--- src/rtl/gpio_exp_pkg.sv ---
// ============================================================================
// Module   : gpio_exp_pkg
// Brief    : Shared types and helpers for the GPIO bank APB arbiter.
// Revision : 1.0 - initial release
// ============================================================================
`default_nettype none

package gpio_exp_pkg;

    // Transfer sequencer states
    typedef enum logic [1:0] {
        ST_IDLE   = 2'd0,
        ST_SETUP  = 2'd1,
        ST_ACCESS = 2'd2,
        ST_RESP   = 2'd3
    } arb_state_t;

    // Wait-state budget used when the integrator does not override it
    localparam int c_default_timeout = 16;

    // Width of a bank index: at least one bit even for a two-bank system
    function automatic int bank_idx_width(input int n);
        return (n > 2) ? $clog2(n) : 1;
    endfunction

endpackage

`default_nettype wire

--- src/rtl/apb_rr_arb2.sv ---
// ============================================================================
// Module   : apb_rr_arb2
// Brief    : Two-way round-robin arbiter; grant is combinational, the
//            last-grant pointer advances only when a grant is issued.
// Revision : 1.0 - initial release
// ============================================================================
`default_nettype none

module apb_rr_arb2 (
    input  logic       pclk,
    input  logic       presetn,
    input  logic [1:0] req,
    input  logic       en,
    output logic [1:0] gnt
);

    logic       r_last;     // 1 = requester 1 was served most recently
    logic [1:0] w_gnt;

    // Single requester wins outright; a tie goes to the one not served last
    always_comb begin
        w_gnt = 2'b00;
        if (en) begin
            if (req == 2'b11) begin
                w_gnt = r_last ? 2'b01 : 2'b10;
            end else begin
                w_gnt = req;
            end
        end
    end

    assign gnt = w_gnt;

    // Track the last winner; reset points at requester 1 so requester 0 wins the first tie
    always_ff @(posedge pclk) begin
        if (!presetn) begin
            r_last <= 1'b1;
        end else if (|w_gnt) begin
            r_last <= w_gnt[1];
        end
    end

endmodule

`default_nettype wire

--- src/rtl/apb_bank_arbiter.sv ---
// ============================================================================
// Module   : apb_bank_arbiter
// Brief    : Shares one APB GPIO bank bus between two requesters, round-robin,
//            with a bounded wait-state timeout and per-requester done/err.
// Revision : 1.0 - initial release
// ============================================================================
`default_nettype none

module apb_bank_arbiter
    import gpio_exp_pkg::*;
#(
    parameter  int BANK_NUM   = 2,
    parameter  int DATA_WIDTH = 8,
    parameter  int ADDR_WIDTH = 3,
    parameter  int TIMEOUT    = c_default_timeout,
    localparam int c_biw      = bank_idx_width(BANK_NUM)
) (
    input  logic                  pclk,
    input  logic                  presetn,
    input  logic                  m0_req,
    input  logic                  m0_write,
    input  logic [c_biw-1:0]      m0_bank,
    input  logic [ADDR_WIDTH-1:0] m0_addr,
    input  logic [DATA_WIDTH-1:0] m0_wdata,
    input  logic                  m1_req,
    input  logic                  m1_write,
    input  logic [c_biw-1:0]      m1_bank,
    input  logic [ADDR_WIDTH-1:0] m1_addr,
    input  logic [DATA_WIDTH-1:0] m1_wdata,
    output logic                  m0_done,
    output logic                  m0_err,
    output logic                  m1_done,
    output logic                  m1_err,
    output logic [DATA_WIDTH-1:0] rdata,
    output logic [BANK_NUM-1:0]   psel,
    output logic                  penable,
    output logic                  pwrite,
    output logic [ADDR_WIDTH-1:0] paddr,
    output logic [DATA_WIDTH-1:0] pwdata,
    input  logic [DATA_WIDTH-1:0] prdata,
    input  logic                  pready
);

    localparam int                  c_cnt_w    = (TIMEOUT > 1) ? $clog2(TIMEOUT) : 1;
    localparam logic [c_cnt_w-1:0]  c_cnt_last = c_cnt_w'(TIMEOUT - 1);
    localparam logic [31:0]         c_bank_lim = BANK_NUM;
    localparam logic [BANK_NUM-1:0] c_psel_one = BANK_NUM'(1);

    arb_state_t            r_state;
    logic                  r_owner;     // 0 = m0 owns the transfer, 1 = m1
    logic [c_cnt_w-1:0]    r_cnt;
    logic [BANK_NUM-1:0]   r_psel;
    logic                  r_penable;
    logic                  r_pwrite;
    logic [ADDR_WIDTH-1:0] r_paddr;
    logic [DATA_WIDTH-1:0] r_pwdata;
    logic [DATA_WIDTH-1:0] r_rdata;
    logic                  r_m0_done;
    logic                  r_m1_done;
    logic                  r_m0_err;
    logic                  r_m1_err;

    logic [1:0]            w_gnt;
    logic                  w_sel_write;
    logic [c_biw-1:0]      w_sel_bank;
    logic [ADDR_WIDTH-1:0] w_sel_addr;
    logic [DATA_WIDTH-1:0] w_sel_wdata;
    logic                  w_bank_ok;

    apb_rr_arb2 u_arb (
        .pclk    (pclk),
        .presetn (presetn),
        .req     ({m1_req, m0_req}),
        .en      (r_state == ST_IDLE),
        .gnt     (w_gnt)
    );

    // Pick the granted requester's transfer fields
    always_comb begin
        w_sel_write = m0_write;
        w_sel_bank  = m0_bank;
        w_sel_addr  = m0_addr;
        w_sel_wdata = m0_wdata;
        if (w_gnt[1]) begin
            w_sel_write = m1_write;
            w_sel_bank  = m1_bank;
            w_sel_addr  = m1_addr;
            w_sel_wdata = m1_wdata;
        end
        w_bank_ok = (32'(w_sel_bank) < c_bank_lim);
    end

    // Transfer sequencer: IDLE -> SETUP -> ACCESS -> RESP, all outputs registered
    always_ff @(posedge pclk) begin
        if (!presetn) begin
            r_state   <= ST_IDLE;
            r_owner   <= 1'b0;
            r_cnt     <= '0;
            r_psel    <= '0;
            r_penable <= 1'b0;
            r_pwrite  <= 1'b0;
            r_paddr   <= '0;
            r_pwdata  <= '0;
            r_rdata   <= '0;
            r_m0_done <= 1'b0;
            r_m1_done <= 1'b0;
            r_m0_err  <= 1'b0;
            r_m1_err  <= 1'b0;
        end else begin
            r_m0_done <= 1'b0;
            r_m1_done <= 1'b0;
            r_m0_err  <= 1'b0;
            r_m1_err  <= 1'b0;
            case (r_state)
                ST_IDLE: begin
                    if (|w_gnt) begin
                        r_owner <= w_gnt[1];
                        if (w_bank_ok) begin
                            r_state  <= ST_SETUP;
                            r_psel   <= c_psel_one << w_sel_bank;
                            r_pwrite <= w_sel_write;
                            r_paddr  <= w_sel_addr;
                            r_pwdata <= w_sel_wdata;
                            r_cnt    <= '0;
                        end else begin
                            // Nonexistent bank: answer with an error, never touch the bus
                            r_state   <= ST_RESP;
                            r_m0_done <= w_gnt[0];
                            r_m1_done <= w_gnt[1];
                            r_m0_err  <= w_gnt[0];
                            r_m1_err  <= w_gnt[1];
                        end
                    end
                end
                ST_SETUP: begin
                    r_state   <= ST_ACCESS;
                    r_penable <= 1'b1;
                end
                ST_ACCESS: begin
                    // pready on the last allowed cycle still counts as success
                    if (pready || (r_cnt == c_cnt_last)) begin
                        r_state   <= ST_RESP;
                        r_psel    <= '0;
                        r_penable <= 1'b0;
                        r_pwrite  <= 1'b0;
                        r_paddr   <= '0;
                        r_pwdata  <= '0;
                        r_m0_done <= ~r_owner;
                        r_m1_done <= r_owner;
                        r_m0_err  <= ~r_owner & ~pready;
                        r_m1_err  <= r_owner & ~pready;
                        if (pready && !r_pwrite) begin
                            r_rdata <= prdata;
                        end
                    end else begin
                        r_cnt <= r_cnt + 1'b1;
                    end
                end
                ST_RESP: begin
                    // One quiet cycle lets the finished requester drop req
                    r_state <= ST_IDLE;
                end
                default: begin
                    r_state <= ST_IDLE;
                end
            endcase
        end
    end

    assign psel    = r_psel;
    assign penable = r_penable;
    assign pwrite  = r_pwrite;
    assign paddr   = r_paddr;
    assign pwdata  = r_pwdata;
    assign rdata   = r_rdata;
    assign m0_done = r_m0_done;
    assign m1_done = r_m1_done;
    assign m0_err  = r_m0_err;
    assign m1_err  = r_m1_err;

endmodule

`default_nettype wire

--- config.mk ---
export PLATFORM = sky130hd
export DESIGN_NAME = apb_bank_arbiter
export DESIGN_NICKNAME = d
export VERILOG_FILES = /design/src/rtl/gpio_exp_pkg.sv /design/src/rtl/apb_rr_arb2.sv /design/src/rtl/apb_bank_arbiter.sv
export SDC_FILE = /design/constraint.sdc
export NUM_CORES = 1
export LEC_CHECK = 0
export BUFFER_PORTS_ARGS = -buffer_cell sky130_fd_sc_hd__buf_2
export CAP_MARGIN = 0
export CORE_ASPECT_RATIO = 0.75
export CORE_UTILIZATION = 48
export DETAILED_ROUTE_END_ITERATION = 7
export PLACE_DENSITY = 0.79
export SLEW_MARGIN = 40
export SYNTH_ARGS = -nofsm -noshare
export SYNTH_HDL_FRONTEND = slang
export SYNTH_SLANG_ARGS = --single-unit
--- constraint.sdc ---
create_clock -name pclk -period 2.65 [get_ports pclk]
set_clock_uncertainty 0.15 [all_clocks]
set_input_delay 0.53 -clock pclk [delete_from_list [all_inputs] [get_ports pclk]]
set_output_delay 0.53 -clock pclk [all_outputs]
set_load 0.01 [all_outputs]
After elaboration in Yosys (flattened, before gate mapping)
Cells that the tools add are included.
{"block": "word_totals", "output_inout_bits": 27, "wordCells": 68, "in_bits": 39, "reg_bits": 35}
{"block": "op_classes", "reduce_logical": 14, "mux": 26, "n_shift": 1, "n_eq_ne": 8, "bitwise_logic": 4, "n_addsub": 1}
{"operator": "$mux W8", "n": 3}
{"operator": "$pmux W8 S2", "n": 1}
{"operator": "$mux W2", "n": 7}
{"operator": "$reduce_and A3 Y1", "n": 4}
{"operator": "$mux W3", "n": 3}
{"operator": "$mux W4", "n": 2}
{"operator": "$pmux W2 S4", "n": 1}
{"operator": "$pmux W4 S2", "n": 1}
{"operator": "$eq A2 B2 Y1 const B", "n": 3}
{"operator": "$ne A2 B2 Y1 const B", "n": 3}
{"operator": "$pmux W3 S2", "n": 1}
{"operator": "$reduce_and A2 Y1", "n": 3}
{"operator": "$add A4 B1 Y4 const B", "n": 1}
{"operator": "$eq A4 B4 Y1 const B", "n": 1}
{"operator": "$mux W1", "n": 4}
{"operator": "$pmux W1 S2", "n": 2}
{"operator": "$pmux W2 S2", "n": 1}
{"operator": "$reduce_bool A2 Y1", "n": 2}
{"operator": "$and A1 B1 Y1", "n": 2}
{"operator": "$eq A2 B1 Y1 const B", "n": 1}
{"operator": "$logic_not A2 Y1", "n": 1}
{"operator": "$not A1 Y1", "n": 2}
{"operator": "$reduce_or A2 Y1", "n": 1}
{"operator": "$shl A1 B1 Y2 const A", "n": 1}
{"operator": "other kinds (3)", "n": 3}

Longest topological paths before layout
Gate-level depths: netlist (run 1).
{"block": "depth", "word_depth": 7, "mapped_depth": 8, "ltp_nobuf": 6}

By module
From an unflattened synthesis (run 1), not the netlist that was laid out.
{"block": "unflattened", "cells_unflattened": 160, "area_unflattened_um2": 1575.3}
{"mod": "apb_bank_arbiter", "area_per_inst_um2": 1519.0, "cells_each": 152, "seq_area_each_um2": 680.7, "instances": 1}
{"mod": "apb_rr_arb2", "area_per_inst_um2": 56.3, "cells_each": 8, "seq_area_each_um2": 20.0, "instances": 1}

Least setup slack after synthesis (run 1)
No wires, ideal clock.
{"block": "synth_timing", "path_kind": "flip-flop to flip-flop", "from": "reg r_cnt[0]", "to": "reg r_pwdata[4] (netlist: pwdata[4])", "path_slack_ps": 596, "path_stages_with_launch": 9, "required_time_ps": 2416, "setup_ps": 84, "arrival_time_ps": 1820, "cell_sequence": "dfxtp_1 ha_1 a31oi_2 and2_4 buf_6 or3_1 buf_6 buf_12 o31ai_4"}
{"block": "synth_between", "elab_chain_len": 4}
{"item": "from (decl)", "line_no": "apb_bank_arbiter.sv:51", "text": "logic [c_cnt_w-1:0] r_cnt;"}
{"item": "from (signal assigned)", "line_no": "apb_bank_arbiter.sv:156", "text": "r_cnt <= r_cnt + 1'b1;"}
{"item": "$eq A4 B4 Y1", "line_no": "apb_bank_arbiter.sv:141", "text": "if (pready || (r_cnt == c_cnt_last)) begin"}
{"item": "$logic_or A1 B1 Y1", "line_no": "apb_bank_arbiter.sv:141"}
{"item": "$ne A2 B2 Y1 (no line)"}
{"item": "$reduce_and A3 Y1 (no line)"}
{"item": "to (signal assigned)", "line_no": "apb_bank_arbiter.sv:123", "text": "r_pwdata <= w_sel_wdata;"}
{"item": "to (decl)", "line_no": "apb_bank_arbiter.sv:56", "text": "logic [DATA_WIDTH-1:0] r_pwdata;"}
No other way between the ends.
A chain may end at the register's enable or synchronous reset.

Worst setup path in the final report (run 1)
{"block": "layout_timing", "from": "reg r_cnt[0]", "to": "reg r_paddr[0] (netlist: paddr[0])"}
{"block": "layout_between", "elab_chain_len": 4}
{"item": "$eq A4 B4 Y1", "line_no": "apb_bank_arbiter.sv:141"}
{"item": "$logic_or A1 B1 Y1", "line_no": "apb_bank_arbiter.sv:141"}
{"item": "$ne A2 B2 Y1 (no line)"}
{"item": "$reduce_and A3 Y1 (no line)"}
{"item": "to (signal assigned)", "line_no": "apb_bank_arbiter.sv:122", "text": "r_paddr <= w_sel_addr;"}
{"item": "to (decl)", "line_no": "apb_bank_arbiter.sv:55", "text": "logic [ADDR_WIDTH-1:0] r_paddr;"}
No other way between the ends.

==> reports/metrics.csv, run 1 <==
stage,metric,value,unit
critical_path,Setup crit start,r_cnt[0],
status,status,finished with violations,
drt,Starting DRT DRC Count,79,
global_routing,antenna violations before repair,0,
floorplanning,cell row count,18,
power,Comb pwr share,46.4,%
sta,hold slack final,0.314,ns
cts,TritonCTS clock tree,yes,
critical_path,slowest cell delay on critical path,0.41,ns
synth,multiplexer share of the synthesized area,12.8,%
floorplanning,I/O pin total,66,
synth,post-synth cell types,37,
hold_path,Min-Delay Path Class,input pin to flip-flop,
placed_design,Final GP Congestion,0.745,
synth,largest family of logic cells by synthesized area,compound AO/OA/AOI/OAI gates,
sta,Max-slew headroom,50.7,%
cells_and_area,# diodes,0,
cells_and_area,"commonest non-fill, non-tap cell in the layout",buf_2,
cts,hold buffer count at CTS,0,
global_routing,first-pass GRT wire length,6.05,mm
global_routing,"Remaining Overflow, GRT",0,
placed_design,DPL Wire Length,2.78,mm
floorplanning,Die Ht,53.9,µm
synth,Compound-Gate Fraction of Synth Area,24.4,%
floorplanning,core area,3360,µm²
sta,max-slew violation count,0,
flow_run,Max-Cap Viols,0,
critical_path,crit path DAT,2.22,ns
drt,DR pass1 iterations,6,
drt,Post-Route WL,3.76,mm
cts,CTS H-tree depth,2,
critical_path,CP required,2.71,ns
sta,crit path time final,2.16,ns
synth,Synth Area in Adders,3.63,%
cts,clk root buf,clkbuf_8,
cts,setup bufs post-CTS,0,
cells_and_area,area grow syn2layout,26.8,%
synth,synthesized area,1730,µm²
synth,Synth Register Bits,35,
placed_design,IO buf count,65,
sta,setup violators final,0,
critical_path,WS Path Type,flip-flop to flip-flop,
power,clock network fraction of total power,20.8,%
cts,clock-pin slew on the worst setup and hold paths,0.07,ns
floorplanning,Starting Density,51.4,%
floorplanning,Die Wd,71.2,µm
cells_and_area,fin nets,279,
synth,net count after synthesis,213,
drt,drt wl/cell,13.6,µm
drt,Final ANT Viol Nets,0,
global_routing,pin count of the biggest net entering global routing,25,
sta,TNS Setup,0,ns
critical_path,CP Buf/Inv Count,1,
sta,period utilization,81.7,%
synth,post-synthesis xor/xnor area fraction,0,%
sta,RSZ-0062 raised after global routing,false,
cts,clock buffer count from CTS,5,
critical_path,Critical Path Slowest Stage Cell,dfxtp_1,
power,Int Power,1.42,mW
synth,Post-Syn Area per Cell,10.2,µm²
sta,total count of hold-check failures in the final report,0,
hold_path,Hold Startpoint,prdata[0],
global_routing,vias in the first global route,1313,
power,PwrDens,1050,nW/µm²
cts,worst-skew pair later-pin latency,0.29,ns
critical_path,Setup crit end kind,flip-flop,
power,reported net switching power,0.884,mW
drt,DRC,2,
cts,Post-CTS Resized,0,
synth,simple-gate share of the synthesized area,12.5,%
synth,number of synthesis warnings,0,
sta,Slew @ Worst Pin,0.738,ns
power,Switching Fraction,38.3,%
synth,post-synthesis cell count,169,
synth,"Seq/Total Area, Yosys",40.6,%
drt,DR vias,1523,
global_routing,gr usage total,21.1,%
power,share of power burned in registers,32.8,%
cells_and_area,most frequent cells in the layout,"buf_2 (65), dfxtp_1 (35), mux2i_1 (21)",
floorplanning,die area,3840,µm²
cells_and_area,ratio of cells with drive above 1 in the final layout,40.7,%
cts,clock sink count,35,
cts,clk buf depth,2,
status,violated checks,design-rule violations,
critical_path,"CP delay by family, top",simple AND/OR/NAND/NOR gates,
critical_path,crit-path cells,"ha_1, a31oi_2, and2_4, or3_1, buf_4, o31ai_2",
power,worst vdd ir,0.548,mV
drt,Vias/cell,5.52,
critical_path,R2R Path Start,r_cnt[0],
critical_path,element type at the critical path start,flip-flop,
critical_path,crit path max fanout,19,
sta,f_max,0.462,GHz
power,Leak,1.09,nW
## layer usage
layer	vias to the layer above	wire [µm]	track usage (%)
li1	773	-	-
met1	704	1960	29.0
met2	39	1600	31.7
met3	7	138	5.06
met4	0	66	9.00
met5	-	0	0
## metrics by stage
step	utilization (%)	worst slack, ns	std cells	cell area [µm²]	power [mW]
after global placement	61.9	0.492	268	2080	1.83
after CTS	65.2	0.496	276	2190	2.32
final	65.2	0.485	276	2190	2.31
after floorplan	-	0.596	169	1730	1.56
after detailed placement	61.9	0.455	268	2080	1.84
after global routing	65.2	0.318	276	2190	2.48
## flip-flops by register name, indices dropped and copies added, names as in the netlist
register	count
pwdata	8
rdata	8
r_cnt	4
paddr	3
psel	2
r_state	2
m0_done	1
m0_err	1
m1_done	1
m1_err	1
penable	1
pwrite	1
r_owner	1
u_arb.r_last	1
## synthesized netlist by cell type (all sizes together)
| library cell | number | area (µm²) |
|---|---|---|
| a21oi | 4 | 20.0 |
| a221o | 1 | 10.0 |
| a221oi | 1 | 15.0 |
| a22o | 1 | 8.76 |
| a31oi | 2 | 18.8 |
| and2 | 2 | 15.0 |
| and3 | 1 | 6.26 |
| buf | 4 | 47.5 |
| clkbuf | 10 | 37.5 |
| dfxtp | 35 | 701 |
| ha | 5 | 62.6 |
| inv | 5 | 18.8 |
| mux2 | 1 | 11.3 |
| mux2i | 21 | 210 |
| nand2 | 7 | 26.3 |
| nand2b | 2 | 12.5 |
| nand3 | 6 | 30.0 |
| nand3b | 3 | 22.5 |
| nor2 | 12 | 45.0 |
| nor3 | 2 | 10.0 |
| nor3b | 1 | 7.51 |
| nor4 | 3 | 18.8 |
| o21a | 3 | 22.5 |
| o21ai | 4 | 20.0 |
| o2bb2ai | 1 | 8.76 |
| o311a | 1 | 10.0 |
| o311ai | 14 | 123 |
| o31ai | 14 | 164 |
| or3 | 2 | 12.5 |
| or4b | 1 | 10.0 |
## cells by family (layout without fill, tap and decap cells)
family,count (synthesis),after routing
compound gates,46,46
fa+ha+maj,5,5
buf+inv,19,86
flops,35,35
mux,22,22
simple gates,42,42
## power groups by stage
| stage | Sequential (mW) | Clock (mW) | Combinational (mW) |
|---|---|---|---|
| after CTS | 0.759 | 0.485 | 1.08 |
| after global placement | 0.767 | 0 | 1.06 |
| after floorplan | 0.815 | 0 | 0.746 |
| after detailed placement | 0.767 | 0 | 1.07 |
| final | 0.757 | 0.479 | 1.07 |
| after global routing | 0.773 | 0.508 | 1.19 |
## final cells by class
type                    instances  area (µm²)
clock buffers                   5        68.8
clock inverters                 3        43.8
fillers                       280        1170
inverters                       5        18.8
multi-input cells             115         921
flip-flops and latches         35         701
well taps                      40        50.0
repair buffers                 73         385
## worst reg2reg max path, delay by kind of cell (launching register included)
| family | cells | cell delay (ns) |
|---|---|---|
| and+or+nand+nor | 2 | 0.65 |
| AOI/OAI and AO/OA | 2 | 0.42 |
| DFF | 1 | 0.41 |
| adders and majority gates | 1 | 0.25 |
| buffers and inverters | 1 | 0.19 |
## final timing paths
check | to | slack [ns] | depth (start not counted)
setup / recovery | paddr[0] | 0.49 | 6
hold reg to reg | penable | 0.33 | 2
hold / removal | rdata[0] | 0.31 | 3
setup reg to reg | paddr[0] | 0.49 | 6
Note: power is estimated with default switching activity, not from simulation.
==> run 2, diff against run 1 <==
--- a/config.mk
+++ b/config.mk
@@ -5,12 +5,13 @@
 export SDC_FILE = /design/constraint.sdc
 export NUM_CORES = 1
 export LEC_CHECK = 0
+export ABC_AREA = 1
 export BUFFER_PORTS_ARGS = -buffer_cell sky130_fd_sc_hd__buf_2
 export CAP_MARGIN = 0
 export CORE_ASPECT_RATIO = 0.75
-export CORE_UTILIZATION = 48
+export CORE_UTILIZATION = 44
 export DETAILED_ROUTE_END_ITERATION = 7
-export PLACE_DENSITY = 0.79
+export PLACE_DENSITY = 0.76
 export SLEW_MARGIN = 40
 export SYNTH_ARGS = -nofsm -noshare
 export SYNTH_HDL_FRONTEND = slang
==> constraint.sdc (replaced) <==
create_clock -name pclk -period 1.9 [get_ports pclk]
set_clock_uncertainty 0.15 [all_clocks]
set_input_delay 0.38 -clock pclk [delete_from_list [all_inputs] [get_ports pclk]]
set_output_delay 0.38 -clock pclk [all_outputs]
set_load 0.01 [all_outputs]
==> run 2 against run 1 <==
  * Cell area rose by 5.8%
  * Non-clock buffer count did not move
  * Register-to-register slack got worse by 0.36 ns
  * Clock power rose by 67%
  * Sequential power rose by 35%
  * The flow now finishes without violations
==> reports/metrics.csv, run 2 <==
stage,metric,value,unit,change
global_routing,"Remaining Overflow, GRT",0,,unchanged
critical_path,R2R Path Start,r_state[0],,was r_cnt[0]
critical_path,crit path DAT,1.81,ns,was 2.22 ns
floorplanning,Die Wd,74.3,µm,was 71.2 µm
global_routing,vias in the first global route,1545,,"was 1,313"
power,worst vdd ir,0.764,mV,was 0.548 mV
synth,area share of the leading cell type in the synthesized netlist,40.6,%,about the same
global_routing,first-pass GRT wire length,6.44,mm,was 6.05 mm
cts,clock-pin slew on the worst setup and hold paths,0.07,ns,about the same
critical_path,WS Path Type,flip-flop to flip-flop,,unchanged
sta,Max-slew headroom,76.1,%,was 50.7%
status,status,"complete, no violations",,was finished with violations
critical_path,crit path max fanout,10,,was 19
hold_path,Hold Startpoint,pready,,was prdata[0]
drt,Post-Route WL,4.12,mm,was 3.76 mm
cts,worst-skew pair later-pin latency,0.29,ns,about the same
synth,cell taking the most area after synthesis,dfxtp_1,,unchanged
cts,TritonCTS clock tree,yes,,unchanged
synth,post-synthesis xor/xnor area fraction,0.507,%,was 0%
placed_design,IO buf count,65,,unchanged
sta,f_max,0.565,GHz,was 0.462 GHz
cells_and_area,ratio of cells with drive above 1 in the final layout,31.2,%,was 40.7%
cells_and_area,most frequent cells in the layout,"nand2_1 (75), buf_2 (65), nor2_1 (41)",,"was buf_2 (65), dfxtp_1 (35), mux2i_1 (21)"
flow_run,Max-Cap Viols,0,,unchanged
critical_path,CP required,1.94,ns,was 2.71 ns
cells_and_area,Finished Cell Area,2320,µm²,was 2190 µm²
synth,dominant cells by area after synthesis,"dfxtp_1 (41%), nand2_1 (16%), nor2_1 (8.9%), inv_1 (6.3%), a21oi_1 (6.1%)",,"was dfxtp_1 (41%), mux2i_1 (12%), o311ai_0 (7.1%), o31ai_2 (6.5%), ha_1 (3.6%)"
cells_and_area,"commonest non-fill, non-tap cell in the layout",nand2_1,,was buf_2
synth,Compound-Gate Fraction of Synth Area,9.13,%,was 24.4%
global_routing,pin count of the biggest net entering global routing,28,,was 25
global_routing,gr usage total,20.2,%,was 21.1%
synth,post-synthesis cell count,254,,was 169
cells_and_area,Fillers,354,,was 280
critical_path,element type at the critical path start,flip-flop,,unchanged
drt,DRC,0,,was 2
synth,"Seq/Total Area, Yosys",40.6,%,about the same
floorplanning,Starting Density,46.6,%,was 51.4%
synth,Synth Register Bits,35,,unchanged
placed_design,Final GP Congestion,0.795,,was 0.745
sta,total count of hold-check failures in the final report,0,,unchanged
synth,simple-gate share of the synthesized area,36.4,%,was 12.5%
critical_path,worst reg-to-reg setup slack,0.13,ns,was 0.49 ns
drt,DR pass1 iterations,4,,was 6
hold_path,Hold EP,m1_err,,was rdata[0]
critical_path,slowest cell delay on critical path,0.35,ns,was 0.41 ns
power,PwrDens,1610,nW/µm²,was 1050 nW/µm²
drt,DR vias,1756,,"was 1,523"
cells_and_area,area grow syn2layout,34.1,%,was 26.8%
synth,Synth async-reset ratio,0,%,unchanged
cts,clock sink count,35,,unchanged
sta,period utilization,93.2,%,was 81.7%
cells_and_area,area of the multi-input gates,897,µm²,was 921 µm²
hold_path,hold path cells,2,,was 3
critical_path,Setup crit end kind,flip-flop,,unchanged
critical_path,"CP delay by family, top",simple AND/OR/NAND/NOR gates,,unchanged
floorplanning,Die Ht,56.3,µm,was 53.9 µm
floorplanning,cell row count,19,,was 18
floorplanning,die area,4180,µm²,was 3840 µm²
cts,CTS H-tree depth,2,,unchanged
synth,Synth Area in Adders,3.62,%,was 3.63%
power,Leak,1.23,nW,was 1.09 nW
cts,clock buffer count from CTS,5,,unchanged
placed_design,DPL Wire Length,2.94,mm,was 2.78 mm
synth,Commonest cells post-synth,"nand2_1 (75), nor2_1 (41), dfxtp_1 (35)",,"was dfxtp_1 (35), mux2i_1 (21), o311ai_0 (14)"
critical_path,CP Depth,10,,was 6
critical_path,Reg2Reg Depth,10,,was 6
cells_and_area,fin nets,373,,was 279
critical_path,r2r endpoint,paddr[1],,was paddr[0]
floorplanning,I/O pin total,66,,unchanged
cts,clk buf depth,2,,unchanged
sta,Slew @ Worst Pin,0.358,ns,was 0.738 ns
cts,clk root buf,clkbuf_8,,unchanged
synth,"count leader, synth",nand2_1,,was dfxtp_1
critical_path,crit-path cells,"inv_1, ha_1, nand2_1, inv_1, nand2_4, clkinvlp_4, nand2_1, nand2_1, a21oi_1, nor2_1",,"was ha_1, a31oi_2, and2_4, or3_1, buf_4, o31ai_2"
sta,setup violators final,0,,unchanged
drt,Vias/cell,4.60,,was 5.52
sta,max-slew violation count,0,,unchanged
cells_and_area,# diodes,0,,unchanged
drt,Starting DRT DRC Count,98,,was 79
critical_path,Critical Path Slowest Stage Cell,dfxtp_1,,unchanged
floorplanning,core area,3710,µm²,was 3360 µm²
synth,multiplexer share of the synthesized area,0,%,was 12.8%
global_routing,antenna violations before repair,0,,unchanged
synth,post-synth cell types,22,,was 37
critical_path,CP Buf/Inv Count,3,,was 1
sta,crit path time final,1.77,ns,was 2.16 ns
synth,synthesized area,1730,µm²,about the same
power,"Power, Total",3.73,mW,was 2.31 mW
critical_path,Worst path most repeated cell,nand2_1,,
synth,Post-synth EDFFs,0,,unchanged
placed_design,area post-placement,2100,µm²,was 2080 µm²
synth,number of synthesis warnings,0,,unchanged
cells_and_area,Register Area,701,µm²,unchanged
synth,ys flop type,dfxtp_1,,unchanged
hold_path,Min-Delay Path Class,input pin to flip-flop,,unchanged
synth,net count after synthesis,298,,was 213
drt,Final ANT Viol Nets,0,,unchanged
synth,largest family of logic cells by synthesized area,simple AND/OR/NAND/NOR gates,,was compound AO/OA/AOI/OAI gates
drt,drt wl/cell,10.8,µm,was 13.6 µm
synth,Post-Syn Area per Cell,6.80,µm²,was 10.2 µm²
run 2: final cells by class:
class                           count  share of cell area (%)
Tap cell                           52                    2.81
Inverter                           31                    5.35
Clock buffer                        5                    2.97
Timing Repair inverter              1                   0.324
Clock inverter                      3                    2.92
Timing Repair Buffer               73                    16.6
Sequential cell                    35                    30.3
Multi-Input combinational cell    182                    38.7
run 2: cells by family after synthesis:
group                    after synthesis
XOR/XNOR                               1
AND/OR/NAND/NOR                      143
flip-flops                            35
AO/OA/AOI/OAI                         31
buffers and inverters                 39
adder cells (fa/ha/maj)                5
run 2: power by group:
part | switching [mW] | internal (mW)
logic | 1.20 | 0.717
registers | 0.0923 | 0.926
clock network | 0.275 | 0.523
run 2: metal layers:
layer / global-route usage, % / wire (µm)
met5: 0 / 0
met4: 8.36 / 59
met3: 5.39 / 316
met2: 30.6 / 1740
met1: 27.0 / 2000
run 2: worst max-delay path by stage:
| stage | start | endpoint | slack (ns) |
|---|---|---|---|
| after global placement | r_state[0] | pwdata[5] | 0.17 |
| after detailed placement | r_state[0] | pwdata[2] | 0.11 |
| final | r_state[0] | paddr[1] | 0.13 |
| after floorplan | r_state[0] | psel[1] | 0.24 |
| after global routing | r_state[1] | paddr[0] | -0.001 |
| after CTS | r_state[0] | pwdata[7] | 0.08 |
run 2: repair_timing:
action                     CTS  global route
gates resized for setup      0             7
buffers inserted             0             4
setup endpoints to repair    0            23
hold buffers                 0             0
hold endpoints to repair     0             0
run 2: stage by stage:
stage	setup WS, ns	hold slack (ns)	utilization, %	setup TNS (ns)	instances
2_1_floorplan	0.243	0.276	-	0	254
3_3_place_gp	0.165	0.313	56.5	0	367
4_1_cts	0.0799	0.145	60.2	0	375
3_5_place_dp	0.107	0.315	56.5	0	367
6_report	0.130	0.165	62.4	0	382
5_1_grt	-0.00143	0.184	62.4	-0.00201	382
==> run 3, diff against run 2 <==
==> constraint.sdc (replaced) <==
create_clock -name pclk -period 1.9 [get_ports pclk]
set_clock_uncertainty 0.15 [all_clocks]
set_input_delay 0.095 -clock pclk [delete_from_list [all_inputs] [get_ports pclk]]
set_output_delay 0.095 -clock pclk [all_outputs]
set_load 0.01 [all_outputs]
==> run 3 against run 2 <==
  * Worst hold slack worse by 0.16 ns
  * Non-clock buffer count is 19 higher
  * Power is 6.8% lower
  * Sequential cell count stayed put
  * Critical path type unchanged
  * Largest cell class unchanged
==> reports/metrics.csv, run 3 (synthesis gave the netlist of run 2 again) <==
stage,metric,value,unit,change
sta,f_max,0.548,GHz,was 0.565 GHz
cells_and_area,final design utilization,66.3,%,was 62.4%
cells_and_area,final cell count without fillers,401,,was 382
drt,Final ANT Viol Nets,0,,unchanged
drt,Post-Route WL,4.63,mm,was 4.12 mm
cells_and_area,# diodes,0,,unchanged
critical_path,worst reg-to-reg setup slack,0.08,ns,was 0.13 ns
power,Comb pwr share,55.6,%,was 51.4%
cells_and_area,fin nets,392,,was 373
cells_and_area,most frequent cells in the layout,"nand2_1 (75), buf_2 (65), nor2_1 (41)",,unchanged
floorplanning,Starting Density,46.6,%,unchanged
critical_path,slowest cell delay on critical path,0.35,ns,about the same
cts,clk buf depth,2,,unchanged
placed_design,area post-placement,2090,µm²,was 2100 µm²
floorplanning,die area,4180,µm²,unchanged
drt,DRC,0,,unchanged
floorplanning,I/O pin total,66,,unchanged
critical_path,crit-path cells,"inv_1, ha_1, nand2_1, inv_1, nand2_4, clkinvlp_4, nand2_1, nand2_1, a21oi_1, nor2_1",,unchanged
cts,clk root buf,clkbuf_8,,unchanged
placed_design,Final GP Congestion,0.813,,was 0.795
sta,max-slew violation count,0,,unchanged
critical_path,CP required,1.93,ns,was 1.94 ns
global_routing,antenna violations before repair,0,,unchanged
global_routing,pin count of the biggest net entering global routing,28,,unchanged
sta,Slew @ Worst Pin,0.481,ns,was 0.358 ns
hold_path,Hold Startpoint,m1_wdata[4],,was pready
floorplanning,core area,3710,µm²,unchanged
critical_path,Worst path most repeated cell,nand2_1,,unchanged
placed_design,DP Cell Count,366,,was 367
global_routing,first-pass GRT wire length,7.10,mm,was 6.44 mm
critical_path,R2R Path Start,r_state[0],,unchanged
drt,Starting DRT DRC Count,70,,was 98
sta,total count of hold-check failures in the final report,0,,unchanged
global_routing,"Remaining Overflow, GRT",0,,unchanged
sta,TNS Setup,0,ns,unchanged
power,PwrDens,1410,nW/µm²,was 1610 nW/µm²
critical_path,WS Path Type,flip-flop to flip-flop,,unchanged
critical_path,r2r endpoint,pwdata[5],,was paddr[1]
drt,Vias/cell,4.75,,was 4.60
flow_run,Max-Cap Viols,0,,unchanged
hold_path,Hold EP,pwdata[4],,was m1_err
cells_and_area,Finished Cell Area,2460,µm²,was 2320 µm²
power,worst vdd ir,0.905,mV,was 0.764 mV
power,share of power burned in registers,29.5,%,was 27.3%
critical_path,element type at the critical path start,flip-flop,,unchanged
sta,crit path time final,1.82,ns,was 1.77 ns
drt,DR vias,1905,,"was 1,756"
power,"Power, Total",3.48,mW,was 3.73 mW
cells_and_area,ratio of cells with drive above 1 in the final layout,28.7,%,was 31.2%
cts,worst-skew pair later-pin latency,0.28,ns,was 0.29 ns
global_routing,gr usage total,22.2,%,was 20.2%
critical_path,Setup crit end kind,flip-flop,,unchanged
power,Switching Fraction,45.6,%,was 42.0%
floorplanning,Die Wd,74.3,µm,unchanged
critical_path,Critical Path Slowest Stage Cell,dfxtp_2,,was dfxtp_1
sta,RSZ-0062 raised after global routing,false,,
cts,clock sink count,35,,unchanged
critical_path,crit path DAT,1.86,ns,was 1.81 ns
cts,clock buffer count from CTS,5,,unchanged
cts,TritonCTS clock tree,yes,,unchanged
floorplanning,Die Ht,56.3,µm,unchanged
critical_path,Reg2Reg Depth,10,,unchanged
critical_path,"CP delay by family, top",simple AND/OR/NAND/NOR gates,,unchanged
cts,clock-pin slew on the worst setup and hold paths,0.07,ns,about the same
sta,period utilization,96.0,%,was 93.2%
critical_path,crit path max fanout,12,,was 10
hold_path,hold path cells,5,,was 2
placed_design,IO buf count,65,,unchanged
cts,CTS H-tree depth,2,,unchanged
drt,drt wl/cell,11.5,µm,was 10.8 µm
global_routing,vias in the first global route,1624,,"was 1,545"
power,Leak,1.28,nW,was 1.23 nW
power,Int Power,1.89,mW,was 2.17 mW
drt,DR pass1 iterations,4,,unchanged
placed_design,DPL Wire Length,2.85,mm,was 2.94 mm
power,reported net switching power,1.59,mW,was 1.57 mW
critical_path,CP Buf/Inv Count,3,,unchanged
hold_path,Min-Delay Path Class,input pin to flip-flop,,unchanged
sta,Max-slew headroom,68.0,%,was 76.1%
cells_and_area,"commonest non-fill, non-tap cell in the layout",nand2_1,,unchanged
floorplanning,cell row count,19,,unchanged
sta,setup violators final,0,,unchanged
status,status,"complete, no violations",,unchanged
cells_and_area,area grow syn2layout,42.5,%,was 34.1%
power,clock network fraction of total power,14.9,%,was 21.4%
run 3: changes by cell type in the layout (fill, tap and decap cells not counted), sizes merged:
cell	before	now
dlygate4sd3	0	23
clkbuf	5	6
buf	73	69
bufinv	2	0
clkinv	1	2
run 3: repair_timing:
| action | 4_1_cts | 5_1_grt |
|---|---|---|
| hold buffers | 23 | 0 |
| gates resized for setup | 0 | 8 |
| setup buffers | 0 | 1 |
| endpoints found under the setup margin | 0 | 24 |
| hold endpoints to repair | 18 | 0 |
run 3: stage by stage:
| step | hold slack (ns) | setup slack [ns] |
|---|---|---|
| final | 0.00379 | 0.0751 |
| after global routing | 0.0104 | 0.0233 |
| after CTS | 0.00138 | 0.0663 |
| after detailed placement | 0.173 | 0.0937 |
| after global placement | 0.171 | 0.159 |
| after floorplan | 0.0218 | 0.243 |
run 3: cell type report:
type | instances | area (µm²)
fill | 317 | 1250
multi-input combinational | 182 | 892
sequential | 35 | 703
timing repair buffer | 92 | 586
inverter | 31 | 121
clock buffer | 6 | 72.6
tap | 52 | 65.1
clock inverter | 2 | 12.5
timing repair inverter | 1 | 7.51
run 3: power by group through the flow:
| stage | logic [mW] | clock network, mW | registers, mW |
|---|---|---|---|
| final | 1.93 | 0.519 | 1.03 |
| after global routing | 2.14 | 0.571 | 1.04 |
| after CTS | 1.76 | 0.537 | 1.02 |
| after detailed placement | 1.70 | 0 | 1.03 |
| after global placement | 1.68 | 0 | 1.03 |
| after floorplan | 1.30 | 0 | 1.10 |
run 3: worst max path at each step:
stage               startpoint        end  slack (ns)  cells past startpoint
detailed placement  r_state[0]  pwdata[2]        0.09                     10
floorplan           r_state[0]    psel[1]        0.24                     11
global placement    r_state[0]  pwdata[5]        0.16                      8
global route        r_state[0]  pwdata[5]        0.02                     10
CTS                 r_state[0]  pwdata[1]        0.07                     10
finish              r_state[0]  pwdata[5]        0.08                     10
run 3: metal layers:
| layer | wire, µm | global-route usage (%) | share of wire [%] |
|---|---|---|---|
| met5 | 0 | 0 | 0 |
| met4 | 82 | 8.09 | 1.8 |
| met3 | 378 | 5.75 | 8.2 |
| met2 | 2090 | 35.8 | 45 |
| met1 | 2080 | 28.5 | 45 |
run 3: worst min-delay path, stage by stage:
cell and delay, ns:
buf_2 0.07, nand2_1 0.04, nand2_1 0.05, a21oi_1 0.05, nor2_1 0.09
